$ cat src/rtl/pipe_hazard_ctrl.sv
// Pipeline hazard control: post-reset flush, memory-wait freeze, mispredict
// squash and load-use stall for the F/D/E/M/W pipeline registers.
// Ports:
//   clk_i, rst_i                : clock, synchronous active-high reset
//   D_rs1_i/D_rs2_i/*_used_i    : source registers read by the D instruction
//   E_opcode_i, E_rd_i          : opcode and destination of the E instruction
//   e_mispredict_i              : E resolved a redirect
//   M_mem_req_i, m_mem_ready_i  : M-stage memory access and its completion
//   *_stall_o, *_bubble_o       : per-stage pipeline register controls
//   mem_timeout_o               : sticky memory-timeout flag
// Optional macro HAZARD_PERF_CNT_EN adds perf_lu/mp/mw_cnt_o event counters.
module pipe_hazard_ctrl #(
  parameter int RST_FLUSH_CYCLES = 4,
  parameter int MEM_TIMEOUT      = 255
) (
  input  logic        clk_i,
  input  logic        rst_i,
  input  logic [4:0]  D_rs1_i,
  input  logic [4:0]  D_rs2_i,
  input  logic        D_rs1_used_i,
  input  logic        D_rs2_used_i,
  input  logic [6:0]  E_opcode_i,
  input  logic [4:0]  E_rd_i,
  input  logic        e_mispredict_i,
  input  logic        M_mem_req_i,
  input  logic        m_mem_ready_i,
  output logic        F_stall_o,
  output logic        D_stall_o,
  output logic        D_bubble_o,
  output logic        E_stall_o,
  output logic        E_bubble_o,
  output logic        M_stall_o,
  output logic        M_bubble_o,
  output logic        W_stall_o,
  output logic        W_bubble_o,
`ifdef HAZARD_PERF_CNT_EN
  output logic [31:0] perf_lu_cnt_o,
  output logic [31:0] perf_mp_cnt_o,
  output logic [31:0] perf_mw_cnt_o,
`endif
  output logic        mem_timeout_o
);

  typedef enum logic [1:0] {
    S_FLUSH,
    S_RUN,
    S_MEM_WAIT
  } state_t;

  localparam logic [6:0] OP_LOAD = 7'b0000011;
  localparam logic [3:0] FLUSH_N = 4'(RST_FLUSH_CYCLES);
  localparam logic [7:0] TMO_N   = 8'(MEM_TIMEOUT);

  state_t     r_state;
  logic [3:0] r_fcnt;
  logic [7:0] r_wcnt;
  logic       r_tmo;

  logic       w_flush;
  logic       w_lu_hit;
  logic       w_mw;
  logic       w_mp;
  logic       w_lu;
  logic [7:0] w_wcnt_inc;

  // Reset overrides the outputs in the same cycle it is asserted.
  assign w_flush = rst_i | (r_state == S_FLUSH);

  assign w_lu_hit = (E_opcode_i == OP_LOAD) && (E_rd_i != 5'd0) &&
                    ((D_rs1_used_i && (D_rs1_i == E_rd_i)) ||
                     (D_rs2_used_i && (D_rs2_i == E_rd_i)));

  // Priority-resolved, mutually exclusive events.
  assign w_mw = ~w_flush & M_mem_req_i & ~m_mem_ready_i;
  assign w_mp = ~w_flush & ~w_mw & e_mispredict_i;
  assign w_lu = ~w_flush & ~w_mw & ~e_mispredict_i & w_lu_hit;

  assign w_wcnt_inc = (r_wcnt == 8'hFF) ? r_wcnt : r_wcnt + 8'd1;

  always_comb begin
    F_stall_o  = 1'b0;
    D_stall_o  = 1'b0;
    D_bubble_o = 1'b0;
    E_stall_o  = 1'b0;
    E_bubble_o = 1'b0;
    M_stall_o  = 1'b0;
    M_bubble_o = 1'b0;
    W_stall_o  = 1'b0;
    W_bubble_o = 1'b0;
    unique case (1'b1)
      w_flush: begin
        D_bubble_o = 1'b1;
        E_bubble_o = 1'b1;
        M_bubble_o = 1'b1;
        W_bubble_o = 1'b1;
      end
      w_mw: begin
        F_stall_o  = 1'b1;
        D_stall_o  = 1'b1;
        E_stall_o  = 1'b1;
        M_stall_o  = 1'b1;
        W_bubble_o = 1'b1;
      end
      w_mp: begin
        D_bubble_o = 1'b1;
        E_bubble_o = 1'b1;
      end
      w_lu: begin
        F_stall_o  = 1'b1;
        D_stall_o  = 1'b1;
        E_bubble_o = 1'b1;
      end
      default: ;
    endcase
  end

  assign mem_timeout_o = r_tmo & ~rst_i;

  always_ff @(posedge clk_i) begin
    if (rst_i) begin
      r_state <= S_FLUSH;
      r_fcnt  <= FLUSH_N;
      r_wcnt  <= '0;
      r_tmo   <= 1'b0;
    end else begin
      unique case (r_state)
        S_FLUSH: begin
          r_wcnt <= '0;
          if (r_fcnt <= 4'd1) begin
            r_state <= S_RUN;
          end else begin
            r_fcnt <= r_fcnt - 4'd1;
          end
        end
        S_RUN, S_MEM_WAIT: begin
          if (w_mw) begin
            r_state <= S_MEM_WAIT;
            r_wcnt  <= w_wcnt_inc;
            if (w_wcnt_inc >= TMO_N) begin
              r_tmo <= 1'b1;
            end
          end else if ((r_state == S_MEM_WAIT) && !m_mem_ready_i) begin
            // Request withdrawn without completion: keep waiting.
            r_state <= S_MEM_WAIT;
          end else begin
            r_state <= S_RUN;
            r_wcnt  <= '0;
          end
        end
        default: r_state <= S_FLUSH;
      endcase
    end
  end

`ifdef HAZARD_PERF_CNT_EN
  logic [31:0] r_lu_cnt;
  logic [31:0] r_mp_cnt;
  logic [31:0] r_mw_cnt;

  always_ff @(posedge clk_i) begin
    if (rst_i) begin
      r_lu_cnt <= '0;
      r_mp_cnt <= '0;
      r_mw_cnt <= '0;
    end else begin
      if (w_lu) r_lu_cnt <= r_lu_cnt + 32'd1;
      if (w_mp) r_mp_cnt <= r_mp_cnt + 32'd1;
      if (w_mw) r_mw_cnt <= r_mw_cnt + 32'd1;
    end
  end

  assign perf_lu_cnt_o = r_lu_cnt;
  assign perf_mp_cnt_o = r_mp_cnt;
  assign perf_mw_cnt_o = r_mw_cnt;
`endif

endmodule

$ cat config.mk
export PLATFORM = sky130hd
export DESIGN_NAME = pipe_hazard_ctrl
export DESIGN_NICKNAME = d
export VERILOG_FILES = /design/src/rtl/pipe_hazard_ctrl.sv
export SDC_FILE = /design/constraint.sdc
export NUM_CORES = 1
export LEC_CHECK = 0
export CORE_MARGIN = 5
export CORE_UTILIZATION = 40
export DETAILED_ROUTE_END_ITERATION = 7
export PLACE_DENSITY = 0.74
export SETUP_SLACK_MARGIN = 0.05
export SLEW_MARGIN = 20
export SYNTH_ARGS = -nofsm -noshare
export SYNTH_HDL_FRONTEND = slang
export SYNTH_SLANG_ARGS = --single-unit
$ cat constraint.sdc
create_clock -name clk_i -period 3 [get_ports clk_i]
set_clock_uncertainty 0.1 [all_clocks]
set_input_delay 0.6 -clock clk_i [delete_from_list [all_inputs] [get_ports clk_i]]
set_output_delay 0.6 -clock clk_i [all_outputs]
set_load 0.01 [all_outputs]
After elaboration in Yosys (flattened, before gate mapping) --
Cells that the tools add are included.
Storage, ports and cells: flip-flop bits (word level) 15, input bits 29, logic and storage cells 62
Cells by class: add/sub/neg operators 2, order comparisons 2, eq/ne operators 8, muxes and demuxes 14, bitwise gates (word level) 14, reductions and logical operators 18
Operator list (number):
- $mux 8 | 3
- $pmux 8 s2 | 1
- $eq 5x5->1 | 2
- $add 8x1->8 const B | 1
- $eq 8x8->1 const B | 1
- $ge 8x8->1 const B | 1
- $reduce_or 2->1 | 4
- $and 1x1->1 | 7
- $eq 7x2->1 const B | 1
- $mux 1 | 6
- $mux 2 | 3
- $not 1->1 | 6
- $logic_and 1x1->1 | 5
- $reduce_bool 5->1 | 1
- $le 4x1->1 const B | 1
- $pmux 2 s2 | 1
- $reduce_and 2->1 | 2
- $sub 4x1->4 const B | 1
- $ne 3x3->1 const B | 1
- $reduce_and 3->1 | 1
- $reduce_or 3->1 | 1
- $eq 2x1->1 const B | 1
- $eq 2x2->1 const B | 1
- $logic_not 2->1 | 1
- 5 further kinds | 5

Logic depth before layout (Yosys ltp) --
Gate-level depths: netlist of the first run.
depth in word-level cells 11, depth in mapped cells 10, gate-level depth less buffers 8

Worst setup path after synthesis of the first run --
No wires, ideal clock.
path type reg2out, start point reg r_state[0], end point out F_stall_o, data arrival time 1.923 ns, setup slack 0.377 ns, cell stages (with the launch flop) 11, path buffers 2, cells stage by stage dfxtp_1 > inv_1 > ha_1 > or4b_1 > buf_6 > inv_2 > nor4_1 > nand3_1 > a221o_1 > nand2_1 > buf_4
Between the ends: longest elaborated chain between the ends 11
RTL lines:
- start, declared | line 54 | state_t r_state;
- start signal, assigned | line 121 | r_state <= S_FLUSH;
- start signal, assigned | line 130 | r_state <= S_RUN;
- start signal, assigned | line 137 | r_state <= S_MEM_WAIT;
- $logic_not 2->1 (*) | line 67 | assign w_flush = rst_i | (r_state == S_FLUSH);
- $or 1x1->1 (*) | line 67
- $not 1->1 (*) | line 74, 76
- $and 1x1->1 (2 in a row) | line 74 | assign w_mw = ~w_flush & M_mem_req_i & ~m_mem_ready_i;
- $not 1->1 | line 76 | assign w_lu = ~w_flush & ~w_mw & ~e_mispredict_i & w_lu_hit;
- $and 1x1->1 (3 in a row) | line 76
- $reduce_or 2->1 (no source line) (*)
- $mux 1 (*)
- end, declared | line 27 | output logic F_stall_o,
Mark *: on every way between the ends. The rest lies on a longest branch, timed or not.

Worst setup path after layout of the first run --
start point in D_rs1_i[4], end point out F_stall_o
Between the ends: longest elaborated chain between the ends 7
RTL lines:
- start, declared | line 18 | input logic [4:0] D_rs1_i,
- $eq 5x5->1 | line 70 | ((D_rs1_used_i && (D_rs1_i == E_rd_i)) ||
- $logic_and 1x1->1 | line 70
- $logic_or 1x1->1 | line 70
- $logic_and 1x1->1 | line 69 | assign w_lu_hit = (E_opcode_i == OP_LOAD) && (E_rd_i != 5'd0) &&
- $and 1x1->1 | line 76
- $reduce_or 2->1 (no source line)
- $mux 1 | line 90 | unique case (1'b1)
Every way passes these cells.

==> results of run 1 <==
==> stage by stage <==
stage	hold slack, ps	cells	area [sq um]
detailed placement	370	217	1580
global placement	355	217	1580
CTS	386	221	1590
floorplan	338	153	1180
finish	381	221	1590
global route	420	221	1590
==> layer usage <==
metal | vias to the layer above | global-route usage (%)
li1 | 613 | -
met5 | - | 0
met1 | 540 | 18.5
met2 | 14 | 25.0
met4 | 0 | 2.04
met3 | 2 | 4.38
==> power by group through the flow <==
stage          Sequential [W]  Combinational (W)  Clock (W)
2_1_floorplan        0.000252           0.000214          0
3_3_place_gp         0.000255           0.000317          0
3_5_place_dp         0.000256           0.000328          0
4_1_cts              0.000252           0.000321   0.000119
5_1_grt              0.000257           0.000365   0.000134
6_report             0.000252           0.000321   0.000116
==> cells in the final DEF (no fill, tap or decap), drive strengths merged, types with 4 or more instances in the layout <==
master          n
clkdlybuf4s50  26
nor2           20
dfxtp          15
xor2           11
buf            11
a21oi          10
nand2           9
nor3            9
inv             9
dlygate4sd2     8
ha              6
nand3           4
a31oi           4
==> layout make-up <==
type | count | share of cell area [%]
clock buffer | 3 | 1.42
clock inverter | 1 | 0.315
inverter | 9 | 2.12
multi-input combinational | 117 | 49.3
sequential | 15 | 18.9
tap | 31 | 2.44
timing repair buffer | 45 | 25.5
==> registers in the layout, indices dropped and copies added, names as in the netlist <==
name and count:
r_fcnt 4, r_wcnt 8, r_tmo 1, r_state 2
==> kinds of logic (layout without fill, tap and decap cells) <==
logic type | count (synthesis) | after routing | share of synthesized area (%)
AND/OR/NAND/NOR | 65 | 65 | 31.2
AO/OA/AOI/OAI | 30 | 30 | 17.0
buffers and inverters | 21 | 58 | 8.30
flip-flops | 15 | 15 | 25.5
XOR/XNOR | 14 | 14 | 10.4
adder cells (fa/ha/maj) | 6 | 6 | 6.38
other | 1 | 1 | 0.319
multiplexers | 1 | 1 | 0.851
==> what timing repair did <==
action | 4_1_cts | 5_1_grt
cloned | 0 | 0
gates resized for setup | 19 | 3
endpoints found under the hold margin | 0 | 0
setup endpoints to repair | 7 | 3
pin swaps | 3 | 5
==> path summary, 6_finish.rpt <==
kind / startpoint / end / slack, ps / depth (start not counted)
min: r_tmo$_SDFFE_PP0P_ / r_tmo$_SDFFE_PP0P_ / 380 / 2
max: D_rs1_i[4] / F_stall_o / 150 / 7
max reg2reg: r_state[0]$_SDFFE_PP0N_ / r_tmo$_SDFFE_PP0P_ / 560 / 8
min reg2reg: r_tmo$_SDFFE_PP0P_ / r_tmo$_SDFFE_PP0P_ / 380 / 2
==> worst reg2reg max path: cells and delay by family (launching register included) <==
family / cells / cell delay, ps
AO/OA/AOI/OAI: 1 / 270
AND/OR/NAND/NOR: 4 / 1150
flip-flops: 1 / 360
adder cells (fa/ha/maj): 1 / 210
buffers and inverters: 2 / 260
==> reports/results.ini, run 1 <==
[sta]
layout_min_cycle_time_ps = 2850
fin_crit_sh_pct = 95.1
rsz0062_at_grt = no
setup_viol = 0
tns_ps = 0
hold_viol = 0
maxSlewViolCount = 0
fin_ws_ps = 147
fmax_mhz = 350

[global_routing]
grt_pass1_wl_mm = 5.01
antenna_found_initial = 0
grt_max_degree = 19
overflow = 0
grtUsageTotal_pct = 14.6
grt_pass1_vias = 1110

[power]
p_per_area_nw_per_um2 = 433
switching_power_w = 0.000255
p_leak_nw = 0.642
sequentialPowerShare_pct = 36.6
comb_power_share_pct = 46.6
pwr-share-clk_pct = 16.8
power_w = 0.000689
ir_drop_mv = 0.409
power.internal_w = 0.000433
power.share.switching_pct = 37.1

[place]
dpl.hpwl_mm = 2.38
io_buffers = 37
gp_congestion = 0.796
preCtsSetupSlack_ps = -377

[run]
maxCapViolCount = 0

[floorplan]
die_h_um = 64.2
io_pins = 39
rows = 19
die-width_um = 64.2
start_util_pct = 42.3
coreArea_sq_um = 2780
die-area_sq_um = 4120

[run_status]
status = completed

[synth]
netlist_top_cells_area = dfxtp_1, xor2_1, ha_1, nor2_1, a21oi_1
synth_cell_type_count = 44
ys_warn_count = 0
synth.cell_area_sq_um = 1180
yosysMostFrequentCell = nor2_1
ys_ff_latch = 15
ys_top_cells_by_count = nor2_1, dfxtp_1, xor2_1
synth_top_area_share_pct = 25.5
synth.largest_area_cell = dfxtp_1
syn_avg_cell_area_sq_um = 7.69
ys_seq_area_share_pct = 25.5
synth_edf_count = 0
synth_nets = 188
syn_inst = 153
synthArstFlopShare_pct = 0
synthFlopType = dfxtp_1

[routing]
wl_per_cell_um = 13.3
dr.pass1.iters = 4
dr.max_layer_used = met4
initialDrtViolationCount = 54
via_per_inst = 5.29
ant_nets = 0
wl_met3_um = 102
wl_met2_mm = 1.53
totalWireLength_mm = 2.94
via_count = 1169
wl_met1_mm = 1.30
drc = 0

[setup_path]
critical-path-slowest-cell = clkdlybuf4s50_1
crit_type = in -> out
worstSetupStartpointType = input pin
critPathBufInv = 2
path_cells = clkdlybuf4s50_1 -> xor2_1 -> nor4_2 -> nand3_1 -> a221o_1 -> nand2_1 -> buf_2
crit_arrival_ps = 2150
required_ps = 2300
crit_family = buffers and inverters
crit_path_end_kind = output pin
critPathMaxStageDelay_ps = 420
cp_max_fo = 2

[clock_tree]
hold_buffers = 0
cts_tree = built
cts-htree-levels = 1
cts_buffer_depth = 2
clockRootBuffer = clkbuf_4
path_clk_slew_ps = 90
cts_buffers = 3
cts_sinks = 15
cts_setup_buffers = 0
worstSkewPairLatency_ps = 280

[layout]
final_core_util_pct = 57.2
nets = 226
seqCellArea_sq_um = 300
syn_to_final_growth_pct = 35.2
nFillCells = 272
drive_gt1_share_pct = 11.6
antenna_cells = 0
multiInputGateArea_sq_um = 785

[hold_path]
hp-class = reg -> reg

Power figures use the tool's default switching activity.
==> run 2, diff against run 1 <==
Settings changed: CORE_ASPECT_RATIO set to 1.4, GPL_TIMING_DRIVEN set to 0.
==> run 2 against run 1 <==
Effect of this change: flip-flop and latch count did not move; first-iteration DRC count fell by 19%; register-to-register slack got worse by 90 ps; sequential share of layout area fell by 0.54 points; critical path depth rose by 2; setup slack got worse by 92 ps; clock power rose by 42%; total power rose by 7.3%; non-clock buffer count rose by 4; die area rose by 0.38%.
==> reports/results.ini, run 2 (synthesis results as in run 1) <==
[sta]
max_slew.worst_pin.slew_ps = 656
maxSlewViolCount = 0
tns_ps = 0
layout_min_cycle_time_ps = 2950
max_slew_margin_pct = 56.0
setup_viol = 0
rsz0062_at_grt = yes
fmax_mhz = 340
fin_crit_sh_pct = 98.2
hold_viol = 0

[power]
sequentialPowerShare_pct = 34.3
ir_drop_mv = 0.319
pwr-share-clk_pct = 22.3
p_per_area_nw_per_um2 = 450
power.share.switching_pct = 36.0
power.internal_w = 0.000473
switching_power_w = 0.000266
power_w = 0.000739
comb_power_share_pct = 43.4
p_leak_nw = 0.674

[setup_path]
cp_max_fo = 6
timing.rr.end = r_tmo$_SDFFE_PP0P_
critPathMaxStageDelay_ps = 490
crit_path_end_kind = output pin
crit_type = in -> out
crit_family = buffers and inverters
worstSetupStartpointType = input pin
r2r_slack_ps = 470
worstRegToRegCells = 8
required_ps = 2300
path_cells = clkdlybuf4s50_1 -> or4b_4 -> inv_4 -> nor4_1 -> nand3_1 -> a221o_1 -> nand2_2 -> buf_4 -> buf_2
critical-path-slowest-cell = or4b_4
critPathBufInv = 4
crit_arrival_ps = 2250
worstReg2RegStart = r_state[1]$_SDFFE_PP0N_

[clock_tree]
hold_buffers = 0
cts-htree-levels = 1
cts_sinks = 15
cts_buffers = 3
path_clk_slew_ps = 60
clockRootBuffer = clkbuf_8
cts_tree = built
cts_buffer_depth = 2
worstSkewPairLatency_ps = 250

[layout]
largest_register_ffs = 8
nFillCells = 273
drive_gt1_share_pct = 12.9
antenna_cells = 0
final_common_cell = clkdlybuf4s50_1
largestRegisters = r_wcnt (8), r_fcnt (4), r_state (2)
mostFrequentLayoutCells = clkdlybuf4s50_1, nor2_1, dfxtp_1
syn_to_final_growth_pct = 39.8
nets = 230
largest-register = r_wcnt

[floorplan]
coreArea_sq_um = 2850
start_util_pct = 41.3
die-area_sq_um = 4140
io_pins = 39
die_h_um = 74.2
die-width_um = 55.8
rows = 23

[routing]
drc = 0
wl_per_cell_um = 13.5
via_count = 1212
initialDrtViolationCount = 44
ant_nets = 0
via_per_inst = 5.25
totalWireLength_mm = 3.12
dr.pass1.iters = 4

[global_routing]
grt_pass1_wl_mm = 5.23
grt_pass1_vias = 1198
antenna_found_initial = 0
grt_max_degree = 11
overflow = 0
grtUsageTotal_pct = 15.7

[run_status]
status = completed

[hold_path]
worstHoldStart = r_tmo$_SDFFE_PP0P_
hp-class = reg -> reg
min_path_cells = 2
whs_endpoint = r_tmo$_SDFFE_PP0P_

[place]
io_buffers = 37
dpl.hpwl_mm = 2.50
gp_congestion = 0.856

[run]
maxCapViolCount = 0

-- run 2: cell types whose count changed in the layout (fill, tap and decap cells not counted), sizes merged --
cell	change
buf	-5
clkbuf	+9
clkdlybuf4s50	-2
dlygate4sd2	-1
dlymetal6s2s	+3
-- run 2: timing repair --
item / CTS / global route
endpoints found under the setup margin: 8 / 3
pin swaps: 2 / 5
cloned: 0 / 0
resized for setup: 21 / 9
setup buffers: 1 / 0
-- run 2: how the worst max path moves through the flow --
stage                       startpoint        end  slack [ps]  depth (start not counted)
6_report                   M_mem_req_i  F_stall_o          50                          9
5_1_grt                    M_mem_req_i  F_stall_o         -50                          9
4_1_cts                    M_mem_req_i  F_stall_o        -110                         10
3_5_place_dp                     rst_i  F_stall_o        -490                          8
3_3_place_gp                     rst_i  F_stall_o        -450                          8
2_1_floorplan  r_state[0]$_SDFFE_PP0N_  F_stall_o         380                         10
-- run 2: area by class of cell --
class                           instances  area (sq um)  share of cell area (%)
Timing Repair Buffer                   38           362                    22.0
Clock inverter                          1          5.00                   0.304
Multi-Input combinational cell        117           797                    48.5
Sequential cell                        15           302                    18.3
Clock buffer                            3          41.3                    2.51
Tap cell                               37          46.3                    2.82
Buffer                                 11          55.1                    3.35
Inverter                                9          36.3                    2.21
-- run 2: per-stage QoR --
| step | instance area (sq um) | setup slack, ps | instances | hold WS, ps | utilization (%) |
|---|---|---|---|---|---|
| floorplan | 1180 | 377 | 153 | 338 | - |
| global placement | 1590 | -454 | 227 | 356 | 55.9 |
| detailed placement | 1590 | -491 | 227 | 369 | 55.9 |
| CTS | 1650 | -113 | 232 | 378 | 57.8 |
| global route | 1640 | -46.1 | 231 | 405 | 57.7 |
| finish | 1640 | 54.9 | 231 | 372 | 57.7 |
-- run 2: power by group through the flow --
stage | registers, W | clock network (W) | logic [W]
final | 0.000254 | 0.000165 | 0.000321
after detailed placement | 0.000257 | 0 | 0.000321
after CTS | 0.000253 | 0.000170 | 0.000322
after floorplan | 0.000252 | 0 | 0.000214
after global placement | 0.000255 | 0 | 0.000311
after global routing | 0.000258 | 0.000180 | 0.000362
-- run 2: worst min-delay path: stages (launching register included) --
cell	delay (ps)
dfxtp_1	300
inv_1	60
o32ai_1	70
-- run 2: per-layer routing --
metal / share of wire, % / track usage [%] / wire length [um]
met1: 36 / 16.3 / 1130
met5: 0 / 0 / 0
met4: 2.9 / 6.07 / 91
met2: 57 / 31.1 / 1790
met3: 3.4 / 3.13 / 107
